<file path="src/rtl/sweep_pkg.sv">
// Shared types and default timing for the PLL sweep sequencer.
package sweep_pkg;

  localparam int unsigned STATE_W = 3;
  localparam int unsigned STEP_W  = 4;
  localparam int unsigned COUNT_W = 9;
  localparam int unsigned TIMER_W = 32;

  localparam int unsigned DEF_DWELL_CYCLES = 50_000_000;
  localparam int unsigned DEF_NUM_STEPS    = 511;
  localparam int unsigned DEF_BLANK_CYCLES = 4;
  localparam int unsigned DEF_LOCK_TIMEOUT = 1_000_000;

  typedef enum logic [STATE_W-1:0] {
    ST_IDLE      = 3'd0,
    ST_REQUEST   = 3'd1,
    ST_BLANK     = 3'd2,
    ST_WAIT_LOCK = 3'd3,
    ST_DWELL     = 3'd4,
    ST_ERROR     = 3'd5
  } state_e;

endpackage

</file>
<file path="src/rtl/cycle_timer.sv">
// Up-counter with synchronous clear and a terminal-count flag; saturates at the
// terminal value so it can never wrap.
module cycle_timer
  import sweep_pkg::*;
#(
  parameter int unsigned WIDTH = TIMER_W
) (
  input  logic             clk,
  input  logic             reset,
  input  logic             clear_i,
  input  logic             en_i,
  input  logic [WIDTH-1:0] tc_value_i,
  output logic             tc_c
);

  logic [WIDTH-1:0] count_q, count_d;

  assign tc_c = (count_q == tc_value_i);

  always_comb begin
    count_d = count_q;
    if (clear_i) begin
      count_d = '0;
    end else if (en_i && !tc_c) begin
      count_d = count_q + WIDTH'(1);
    end
  end

  always_ff @(posedge clk) begin
    if (reset) begin
      count_q <= '0;
    end else begin
      count_q <= count_d;
    end
  end

endmodule

</file>
<file path="src/rtl/sweep_sequencer.sv">
// Automatic PLL sweep sequencer: issues step requests, waits for lock, dwells,
// and repeats for a programmed number of steps in single-pass or continuous mode.
module sweep_sequencer
  import sweep_pkg::*;
#(
  parameter int unsigned DWELL_CYCLES = DEF_DWELL_CYCLES,
  parameter int unsigned NUM_STEPS    = DEF_NUM_STEPS,
  parameter int unsigned BLANK_CYCLES = DEF_BLANK_CYCLES,
  parameter int unsigned LOCK_TIMEOUT = DEF_LOCK_TIMEOUT
) (
  input  logic               CLK_50,
  input  logic               reset,
  input  logic               start,
  input  logic               stop,
  input  logic               continuous,
  input  logic [STEP_W-1:0]  step_in,
  input  logic               freq_ready,
  output logic               next_frequency,
  output logic [STEP_W-1:0]  step_out,
  output logic               busy,
  output logic               sweep_done,
  output logic               timeout_err,
  output logic [COUNT_W-1:0] step_count,
  output logic [STATE_W-1:0] curr_state
);

  localparam logic [COUNT_W-1:0] LAST_STEP = COUNT_W'(NUM_STEPS);

  state_e               state_q, state_d;
  logic [STEP_W-1:0]    step_out_q, step_out_d;
  logic                 cont_q, cont_d;
  logic [COUNT_W-1:0]   step_count_q, step_count_d;
  logic                 next_frequency_q, next_frequency_d;
  logic                 busy_q, busy_d;
  logic                 sweep_done_q, sweep_done_d;
  logic                 timeout_err_q, timeout_err_d;

  logic [TIMER_W-1:0]   tc_value;
  logic                 timer_en;
  logic                 timer_clr;
  logic                 timer_tc_c;

  // One timer serves BLANK, WAIT_LOCK and DWELL; it restarts on every state change.
  always_comb begin
    tc_value = TIMER_W'(DWELL_CYCLES - 1);
    case (state_q)
      ST_BLANK:     tc_value = TIMER_W'(BLANK_CYCLES - 1);
      ST_WAIT_LOCK: tc_value = TIMER_W'(LOCK_TIMEOUT - 1);
      default:      tc_value = TIMER_W'(DWELL_CYCLES - 1);
    endcase
  end

  assign timer_en  = state_q inside {ST_BLANK, ST_WAIT_LOCK, ST_DWELL};
  assign timer_clr = (state_d != state_q);

  cycle_timer #(.WIDTH(TIMER_W)) u_timer (
    .clk        (CLK_50),
    .reset      (reset),
    .clear_i    (timer_clr),
    .en_i       (timer_en),
    .tc_value_i (tc_value),
    .tc_c       (timer_tc_c)
  );

  // Next-state and registered-output decode; step_count counts the request being issued.
  always_comb begin
    state_d       = state_q;
    step_out_d    = step_out_q;
    cont_d        = cont_q;
    step_count_d  = step_count_q;
    sweep_done_d  = 1'b0;
    timeout_err_d = timeout_err_q;

    case (state_q)
      ST_IDLE: begin
        if (start && !stop) begin
          state_d       = ST_REQUEST;
          step_out_d    = step_in;
          cont_d        = continuous;
          step_count_d  = COUNT_W'(1);
          timeout_err_d = 1'b0;
        end
      end
      ST_REQUEST: state_d = ST_BLANK;
      ST_BLANK: begin
        if (timer_tc_c) state_d = ST_WAIT_LOCK;
      end
      ST_WAIT_LOCK: begin
        if (freq_ready) begin
          state_d = ST_DWELL;
        end else if (timer_tc_c) begin
          state_d       = ST_ERROR;
          timeout_err_d = 1'b1;
        end
      end
      ST_DWELL: begin
        if (timer_tc_c) begin
          if (step_count_q < LAST_STEP) begin
            state_d      = ST_REQUEST;
            step_count_d = step_count_q + COUNT_W'(1);
          end else begin
            sweep_done_d = 1'b1;
            if (cont_q) begin
              state_d      = ST_REQUEST;
              step_count_d = COUNT_W'(1);
            end else begin
              state_d = ST_IDLE;
            end
          end
        end
      end
      ST_ERROR: state_d = ST_ERROR;
      default:  state_d = ST_IDLE;
    endcase

    // Abort overrides any transition decided above.
    if (stop && (state_q != ST_IDLE)) begin
      state_d       = ST_IDLE;
      step_count_d  = step_count_q;
      sweep_done_d  = 1'b0;
      timeout_err_d = timeout_err_q;
    end

    next_frequency_d = (state_d == ST_REQUEST);
    busy_d           = state_d inside {ST_REQUEST, ST_BLANK, ST_WAIT_LOCK, ST_DWELL};
  end

  always_ff @(posedge CLK_50) begin
    if (reset) begin
      state_q          <= ST_IDLE;
      step_out_q       <= '0;
      cont_q           <= 1'b0;
      step_count_q     <= '0;
      next_frequency_q <= 1'b0;
      busy_q           <= 1'b0;
      sweep_done_q     <= 1'b0;
      timeout_err_q    <= 1'b0;
    end else begin
      state_q          <= state_d;
      step_out_q       <= step_out_d;
      cont_q           <= cont_d;
      step_count_q     <= step_count_d;
      next_frequency_q <= next_frequency_d;
      busy_q           <= busy_d;
      sweep_done_q     <= sweep_done_d;
      timeout_err_q    <= timeout_err_d;
    end
  end

  assign next_frequency = next_frequency_q;
  assign step_out       = step_out_q;
  assign busy           = busy_q;
  assign sweep_done     = sweep_done_q;
  assign timeout_err    = timeout_err_q;
  assign step_count     = step_count_q;
  assign curr_state     = state_q;

endmodule

</file>
<file path="config.mk">
export PLATFORM = sky130hd
export DESIGN_NAME = sweep_sequencer
export DESIGN_NICKNAME = d
export VERILOG_FILES = /design/src/rtl/sweep_pkg.sv /design/src/rtl/cycle_timer.sv /design/src/rtl/sweep_sequencer.sv
export SDC_FILE = /design/constraint.sdc
export NUM_CORES = 1
export LEC_CHECK = 0
export ABC_AREA = 1
export CORE_AREA = 4 4 113 115
export CTS_CLUSTER_SIZE = 16
export DETAILED_ROUTE_END_ITERATION = 10
export DIE_AREA = 0 0 117 119
export DONT_BUFFER_PORTS = 1
export GPL_TIMING_DRIVEN = 0
export PLACE_DENSITY = 0.44
export SLEW_MARGIN = 0
export SYNTH_ARGS = -nofsm -noshare
export SYNTH_HDL_FRONTEND = slang
export SYNTH_SLANG_ARGS = --single-unit
</file>
<file path="constraint.sdc">
create_clock -name CLK_50 -period 5.3 [get_ports CLK_50]
set_input_delay 1.325 -clock CLK_50 [delete_from_list [all_inputs] [get_ports CLK_50]]
set_output_delay 1.325 -clock CLK_50 [all_outputs]
set_load 0.01 [all_outputs]
</file>
==> flow_summary.toml, run 1 <==
[clock_tree]
cts.htree.levels = 2
clock_sinks = 53
clk_pin_slew_worst_paths_ns = 0.07
cts_tree = "built"
cts_root_buffer = "clkbuf_16"
post_cts_resized = 0
cts_setup_buffers = 0
numCtsBuffers = 5
clk_latency_ns = 0.30
clk_path_buf_depth = 2
cts_hold_buf = 0

[pwr]
p_total_uw = 809.5
netSwitchingFraction = 0.2597
power_switching_uw = 210.3
p_comb_frac = 0.072
cellPowerDensity_nw_per_um2 = 219.8
pwr-share-seq = 0.511
p_leak_nw = 1.438
p_int_uw = 599.3
peakVddDrop_v = 0.00009646
pwr-share-clk = 0.417

[routing]
dr.pass1.iters = 4
ant_nets = 0
drc = 0
first_iter_violations = 162
wl_um = 8718
vias = 3100
viasPerCell = 4.552
wl_per_cell_um = 12.80

[floorplanning]
initial_utilization = 0.2838
fp.dieH_um = 119
die_area_sq_um = 13920
fp.coreArea_sq_um = 11810
rows = 40
ios = 30
die_w_um = 117

[worst_setup_path]
end_kind = "register"
reg2reg_depth = 13
critPathMaxStageDelay_ns = 0.21
cp.required_ns = 5.54
reg2reg_from = "curr_state[1]"
crit_top_cell = "nand2_1"
path_class = "primary input to register"
arrival_ns = 2.61
worstPathCellList = "inv_1, nor2_1, nand2_1, o21ai_0, inv_1, nand2_1, nand2_1, nand2_1, nand2_1, nand3_4, buf_6, nor2_2"
regToRegSetupSlack_ns = 2.97
r2r-end = "u_timer.count_q[17]"
critPathSlowestCell = "nand2_1"
critPathMaxFanout = 10
startpoint_type = "primary input"

[synthesis]
synth_common_cells = "nand2_1, inv_1, nor2_1"
yosys_most_used_dff = "dfxtp_1"
yosys_register_bits = 53
yosys_warnings = 0
synth_area_sq_um = 3352
synth_edf_count = 0
syn_nets = 538
synthCells = 526
async_flop_share = 0
synth_area_leaders = "dfxtp_1, nand2_1, inv_1"
ys_seq_area_frac = 0.3165
yosysMostFrequentCell = "nand2_1"
synth_top_area_frac = 0.3165
yosysUniqueCellTypes = 30
synth_area_leader_cell = "dfxtp_1"
syn_avg_cell_area_sq_um = 6.373

[layout]
final_layout_size_suffix_gt1_frac = 0.1142
num_antenna_cells = 0
nets = 545
fin_area_sq_um = 3684
syn_to_final_growth_pct = 9.892

[place]
place_worst_setup_slack_ns = 2.633
gp_congestion = 0.8685
portBuffers = 0
dp_hpwl_um = 6854
placed_area_sq_um = 3536

[sta]
worstMarginPinSlew_ns = 0.6354
setup_viol = 0
hold_violations = 0
tns_ns = 0
finalWorstSetupSlack_ns = 2.929
rsz0062_at_grt = "false"
max_slew_margin = 0.5732
fin_hold_ws_ns = 0.4744
layout_min_cycle_time_ns = 2.371
fmax_mhz = 421.8
final.period_utilization = 0.4474
finalClockSkew_ns = 0.007613
final_max_slew_viol_count = 0

[global_routing]
antenna_found_initial = 0
grt_pass1_vias = 3061
grt_pass1_wl_um = 14720
grt_overflow = 0
grt_start_max_net_pins = 18
grt_use_total = 0.1318

[min_path]
min_path_cells = 2
min_to = "cont_q"
hold_class = "register to register"
hp-start = "cont_q"

[run]
cap_viol_max_count = 0

[run_status]
status = "completed"
-- power groups by stage --
stage,Sequential (mW),Combinational (mW),Clock [mW]
after floorplan,0.421,0.0464,0
final,0.414,0.0583,0.338
after detailed placement,0.423,0.0594,0
after global routing,0.415,0.0660,0.363
after global placement,0.423,0.0590,0
after CTS,0.414,0.0596,0.350
-- flip-flops by register name, indices dropped and copies added, names as in the netlist --
name	flops
busy	1
step_count	9
u_timer.count_q	32
sweep_done	1
step_out	4
cont_q	1
timeout_err	1
next_frequency	1
curr_state	3
-- layout by cell type, fill, tap and decap left out, drive strengths merged, types with 12 or more instances in the layout --
cell and count:
a21oi 12, dfxtp 53, inv 87, nand2 142, nand3 20, nor2 95
nor3 23, o21ai 27, xor2 25
-- metrics by stage --
stage	utilization	std cells
after global routing	0.3119	681
final	0.3119	681
after CTS	0.3119	681
after floorplan	-	526
after detailed placement	0.2994	673
after global placement	0.2994	673
-- area by class of cell --
type | instances | area (sq um)
inverter | 87 | 326.6
fill | 1319 | 8128
clock inverter | 3 | 22.52
tap | 147 | 183.9
multi-input combinational | 375 | 1874
sequential | 53 | 1061
buffer | 11 | 90.09
clock buffer | 5 | 125.1
-- how the worst max path moves through the flow --
stage,from,endpoint
finish,start,u_timer.count_q[23]
global route,u_timer.count_q[1],u_timer.count_q[17]
global placement,start,step_count[7]
floorplan,start,u_timer.count_q[0]
CTS,curr_state[1],u_timer.count_q[17]
detailed placement,start,u_timer.count_q[19]
-- metal layers --
layer | GRT usage | vias up | part of all wire
met5 | 0 | - | 0
met4 | 0.04229 | 0 | 0.025
met3 | 0.03608 | 18 | 0.049
met2 | 0.2052 | 62 | 0.44
met1 | 0.1755 | 1380 | 0.48
li1 | - | 1640 | -
-- logic make-up (layout without fill, tap and decap cells) --
family          Yosys count  in the layout  synth area share
fa+ha+maj                 2              2          0.007464
compound gates           46             46           0.07465
simple gates            298            298            0.4013
flops                    53             53            0.3165
buf+inv                  98            106            0.1243
xor+xnor                 29             29           0.07577
-- critical path, delay by kind of cell --
| kind | cells | cell delay [ns] |
|---|---|---|
| simple gates | 8 | 0.82 |
| buf+inv | 3 | 0.32 |
| compound gates | 1 | 0.14 |
Power figures use the tool's default switching activity.
==> inputs of run 2 (changes only) <==
==> constraint.sdc (replaced) <==
create_clock -name CLK_50 -period 2.35 [get_ports CLK_50]
set_input_delay 0.5875 -clock CLK_50 [delete_from_list [all_inputs] [get_ports CLK_50]]
set_output_delay 0.5875 -clock CLK_50 [all_outputs]
set_load 0.01 [all_outputs]
==> run 2 against run 1 <==
- total power is 130% higher
- register-to-register slack worse by 2.8 ns
- global-route usage stayed put
- critical path depth is 3 higher
- non-clock buffer count is 9 higher
- wire length is 2.8% higher
- utilization is 2.8 points higher
- sequential power is 130% higher
- critical endpoint is now u_timer.count_q[26]
- largest power group unchanged
==> flow_summary.toml, run 2 (synthesis gave the netlist of run 1 again) <==
[layout]
seqCellArea_sq_um = 1086
final_cells = 690
largest_register_ffs = 32
final_layout_size_suffix_gt1_frac = 0.1897
num_antenna_cells = 0
syn_to_final_growth_pct = 19.82
num-fill-cells = 1298
regMostFlops = "u_timer.count_q"
fin_area_sq_um = 4016
final_cell_mix = "nand2_1, inv_1, nor2_1, dfxtp_1, nor2_2"
layout_commonest_cell = "nand2_1"
nets = 554
multi_input_area_sq_um = 2019

[floorplanning]
rows = 40
die_w_um = 117
fp.dieH_um = 119
fp.coreArea_sq_um = 11810
die_area_sq_um = 13920
initial_utilization = 0.2838
ios = 30

[clock_tree]
cts_root_buffer = "clkbuf_16"
cts.htree.levels = 2
clk_pin_slew_worst_paths_ns = 0.08
numCtsBuffers = 5
cts_hold_buf = 0
cts_tree = "built"
clk_latency_ns = 0.30
clock_sinks = 53
clk_path_buf_depth = 2

[min_path]
min_to = "step_count[6]"
min_path_cells = 1
hp-start = "reset"
hold_class = "primary input to register"

[sta]
layout_min_cycle_time_ns = 2.220
fmax_mhz = 450.5
fin_hold_ws_ns = 0.3444
setup_viol = 0
max_slew_margin = 0.5737
hold_violations = 0
worstMarginPinSlew_ns = 0.6345
finalClockSkew_ns = 0.006517
final_max_slew_viol_count = 0
tns_ns = 0
rsz0062_at_grt = "true"
final.period_utilization = 0.9446

[routing]
vias = 3133
viasPerCell = 4.541
wl_um = 8963
drc = 0
ant_nets = 0
wl_per_cell_um = 12.99
dr.pass1.iters = 4
first_iter_violations = 142

[run_status]
status = "completed"

[worst_setup_path]
end_kind = "register"
reg2reg_depth = 15
path_class = "register to register"
cp.required_ns = 2.59
critPathSlowestCell = "dfxtp_4"
startpoint_type = "register"
r2r-end = "u_timer.count_q[26]"
reg2reg_from = "curr_state[1]"
crit_top_cell = "nand2_2"
critPathMaxStageDelay_ns = 0.46
arrival_ns = 2.46
worstPathCellList = "inv_6, nor2_8, nand3_2, nand2_1, nand3_2, nor2_4, nand2_4, o21bai_1, nand2_1, nand2_2, nand2_2, nand2_2, nand3_4, clkbuf_16, nor2_2"
critPathMaxFanout = 7
regToRegSetupSlack_ns = 0.13

[global_routing]
antenna_found_initial = 0
grt_pass1_wl_um = 14720
grt_pass1_vias = 3061
grt_use_total = 0.1318
grt_start_max_net_pins = 18
grt_overflow = 0

[pwr]
peakVddDrop_v = 0.0002196
p_leak_nw = 1.555
cellPowerDensity_nw_per_um2 = 467.0

[place]
dp.cells = 673
placed_area_sq_um = 3536
dp_hpwl_um = 6854
gp_congestion = 0.8685
portBuffers = 0

[run]
cap_viol_max_count = 0
## run 2: worst max path at each step
stage,cells past startpoint,endpoint,startpoint
2_1_floorplan,17,u_timer.count_q[0],curr_state[0]
3_3_place_gp,13,u_timer.count_q[17],curr_state[1]
3_5_place_dp,13,u_timer.count_q[17],curr_state[1]
4_1_cts,12,u_timer.count_q[17],u_timer.count_q[0]
5_1_grt,15,u_timer.count_q[11],curr_state[1]
6_report,15,u_timer.count_q[26],curr_state[1]
## run 2: per-stage QoR
stage | total power [mW] | setup slack, ns | utilization
2_1_floorplan | 1.054 | 0.4967 | -
3_3_place_gp | 1.088 | 0.003753 | 0.2994
3_5_place_dp | 1.088 | 0.01325 | 0.2994
4_1_cts | 1.856 | 0.03876 | 0.3120
5_1_grt | 1.951 | -0.05719 | 0.3400
6_report | 1.876 | 0.1302 | 0.3400
## run 2: worst max-delay path, delay by kind of cell (launching register included)
family | cells | cell delay [ns]
compound gates | 1 | 0.14
buf+inv | 2 | 0.31
flops | 1 | 0.46
simple gates | 12 | 1.23
## run 2: layout make-up
cell class | count | share of cell area
multi-input combinational | 375 | 0.5028
sequential | 53 | 0.2704
inverter | 87 | 0.08567
tap | 147 | 0.04579
buffer | 11 | 0.03302
clock buffer | 5 | 0.03115
timing repair buffer | 9 | 0.02555
clock inverter | 3 | 0.005607
## run 2: what timing repair did
item,4_1_cts,5_1_grt
endpoints found under the setup margin,1,38
cloned,0,2
buffers inserted,0,7
pin swaps,0,16
hold endpoints to repair,0,0
resized for setup,1,66
## run 2: metal layers
metal	up-vias	wire, um	global-route usage
met3	16	592	0.03608
met2	75	4027	0.2052
met5	-	0	0
li1	1668	-	-
met4	0	157	0.04229
met1	1374	4185	0.1755
## run 2: power by group
part / internal [mW] / leakage, nW / switching [mW]
registers: 0.911 / 0.436 / 0.0220
clock network: 0.398 / 0.0738 / 0.367
logic: 0.0743 / 1.04 / 0.104
==> inputs of run 3 (changes only) <==
--- a/config.mk
+++ b/config.mk
@@ -6,10 +6,11 @@
 export NUM_CORES = 1
 export LEC_CHECK = 0
 export ABC_AREA = 1
-export CORE_AREA = 4 4 113 115
+export ABC_CLOCK_PERIOD_IN_PS = 2350
+export CORE_AREA = 2 2 111 113
 export CTS_CLUSTER_SIZE = 16
 export DETAILED_ROUTE_END_ITERATION = 10
-export DIE_AREA = 0 0 117 119
+export DIE_AREA = 0 0 113 115
 export DONT_BUFFER_PORTS = 1
 export GPL_TIMING_DRIVEN = 0
 export PLACE_DENSITY = 0.44
==> run 3 against run 2 <==
- total power is 2.2% lower
- die area is 6.7% lower
- clock power is 3.8% lower
- clock skew is 0.0017 ns lower
- setup slack better by 0.011 ns
- sequential share of layout area is 0.58 points higher
- sequential power hardly changed
- clock-buffer cell count is 1 higher
- first-iteration DRC count stayed put
- critical path type unchanged
- largest cell class unchanged
==> flow_summary.toml, run 3 (synthesis gave the netlist of run 1 again) <==
[run_status]
status = "completed"

[layout]
nets = 556
syn_to_final_growth_pct = 17.02
layout_commonest_cell = "nand2_1"
regMostFlops = "u_timer.count_q"
fin_area_sq_um = 3923
final_cell_mix = "nand2_1, inv_1, nor2_1, dfxtp_1, nor2_2"
largest_register_ffs = 32
num_antenna_cells = 0
final_layout_size_suffix_gt1_frac = 0.1725

[floorplanning]
ios = 30
die_w_um = 113
rows = 40
fp.coreArea_sq_um = 11810
die_area_sq_um = 13000
initial_utilization = 0.2838
fp.dieH_um = 115

[global_routing]
grt_pass1_wl_um = 14730
grt_pass1_vias = 2992
grt_overflow = 0
antenna_found_initial = 0
grt_use_total = 0.1404
grt_start_max_net_pins = 17

[worst_setup_path]
regToRegSetupSlack_ns = 0.14
cp.required_ns = 2.58
end_kind = "register"
r2r-end = "u_timer.count_q[26]"
reg2reg_from = "curr_state[1]"
startpoint_type = "register"
arrival_ns = 2.44
reg2reg_depth = 15
path_class = "register to register"
critPathMaxFanout = 7

[clock_tree]
clock_sinks = 53
cts_hold_buf = 0
cts_tree = "built"
clk_pin_slew_worst_paths_ns = 0.07
clk_path_buf_depth = 2
clk_latency_ns = 0.29
cts.htree.levels = 2
numCtsBuffers = 5
cts_root_buffer = "clkbuf_16"

[sta]
max_slew_margin = 0.5770
final.period_utilization = 0.9398
final_max_slew_viol_count = 0
finalClockSkew_ns = 0.004822
fmax_mhz = 452.8
worstMarginPinSlew_ns = 0.6297
layout_min_cycle_time_ns = 2.209
hold_violations = 0
setup_viol = 0

[pwr]
p_total_mw = 1.835
peakVddDrop_v = 0.0003655
cellPowerDensity_nw_per_um2 = 467.8
p_leak_nw = 1.519

[routing]
drc = 0
wl_um = 8841
dr.pass1.iters = 4
ant_nets = 0
viasPerCell = 4.552
wl_per_cell_um = 12.78
vias = 3150
first_iter_violations = 142

[place]
dp_hpwl_um = 6799
placed_area_sq_um = 3536
gp_congestion = 0.9073
portBuffers = 0

[run]
cap_viol_max_count = 0

[min_path]
min_path_cells = 1
min_to = "step_count[6]"
hold_class = "primary input to register"
hp-start = "reset"
[run 3: changes by cell type in the layout (fill, tap and decap cells not counted), moves of 2 or more]
| cell | before | now |
|---|---|---|
| buf_12 | 4 | 2 |
| buf_2 | 3 | 1 |
| buf_4 | 8 | 11 |
| clkinv_4 | 2 | 0 |
| clkinvlp_4 | 0 | 2 |
| dfxtp_1 | 39 | 41 |
| dfxtp_2 | 11 | 9 |
| nand2_1 | 130 | 135 |
| nand2_2 | 10 | 6 |
| nor2_2 | 28 | 35 |
| nor2_4 | 9 | 1 |
| o21ai_0 | 25 | 20 |
| o21ai_1 | 1 | 5 |
[run 3: critical path, cell delays in order (launching register included)]
cell and delay (ns):
dfxtp_4 0.43, inv_4 0.07, nor2_8 0.14, nand3_1 0.08, nand2_1 0.07, nand3_1 0.10, nor2_1 0.16, nand2_2 0.12
o21bai_1 0.16, nand2_1 0.10, nand2_2 0.08, nand2_2 0.05, nand2_2 0.07, nand3_4 0.20, clkbuf_16 0.24, nor2_2 0.07
[run 3: metal layers]
metal	track usage	vias to the layer above	routed length, um	share of wire
li1	-	1671	-	-
met1	0.1864	1404	4328	0.49
met2	0.2251	62	3930	0.44
met3	0.03585	13	410	0.046
met4	0.04390	0	172	0.019
met5	0	-	0	0
[run 3: area by class of cell]
class | instances | area, sq um
clock inverters | 2 | 15.01
flip-flops and latches | 53 | 1084
fillers | 1318 | 7889
inverters | 87 | 336.6
multi-input cells | 375 | 1933
plain buffers | 11 | 123.9
well taps | 147 | 183.9
repair buffers | 11 | 117.6
clock buffers | 6 | 128.9
[run 3: how the worst max path moves through the flow]
stage | startpoint | to | slack (ns) | cells after the start
floorplan | curr_state[0] | u_timer.count_q[0] | 0.50 | 17
global placement | curr_state[1] | u_timer.count_q[17] | 0.02 | 13
detailed placement | curr_state[1] | u_timer.count_q[17] | -0.0009 | 13
CTS | u_timer.count_q[0] | u_timer.count_q[17] | 0.02 | 12
global route | curr_state[2] | u_timer.count_q[13] | -0.06 | 17
finish | curr_state[1] | u_timer.count_q[26] | 0.14 | 15
[run 3: report_power, final]
group	switching, mW	internal [mW]
registers	0.0210	0.910
clock network	0.340	0.396
logic	0.0982	0.0697
total	0.459	1.38
[run 3: per-stage QoR]
step	setup WS (ns)	cells	TNS, ns	hold slack (ns)	utilization
2_1_floorplan	0.4967	526	0	0.4457	-
6_report	0.1415	692	0	0.3531	0.3321
4_1_cts	0.02349	681	0	0.3503	0.3117
5_1_grt	-0.05522	692	-1.212	0.3411	0.3321
3_3_place_gp	0.01652	673	0	0.4622	0.2994
3_5_place_dp	-0.0008935	673	-0.0008935	0.4628	0.2994
[run 3: what timing repair did]
action,4_1_cts,5_1_grt
gates cloned,0,2
resized for setup,1,48
setup endpoints to repair,1,37
pin swaps,0,9
buffers inserted,0,9
hold endpoints to repair,0,0
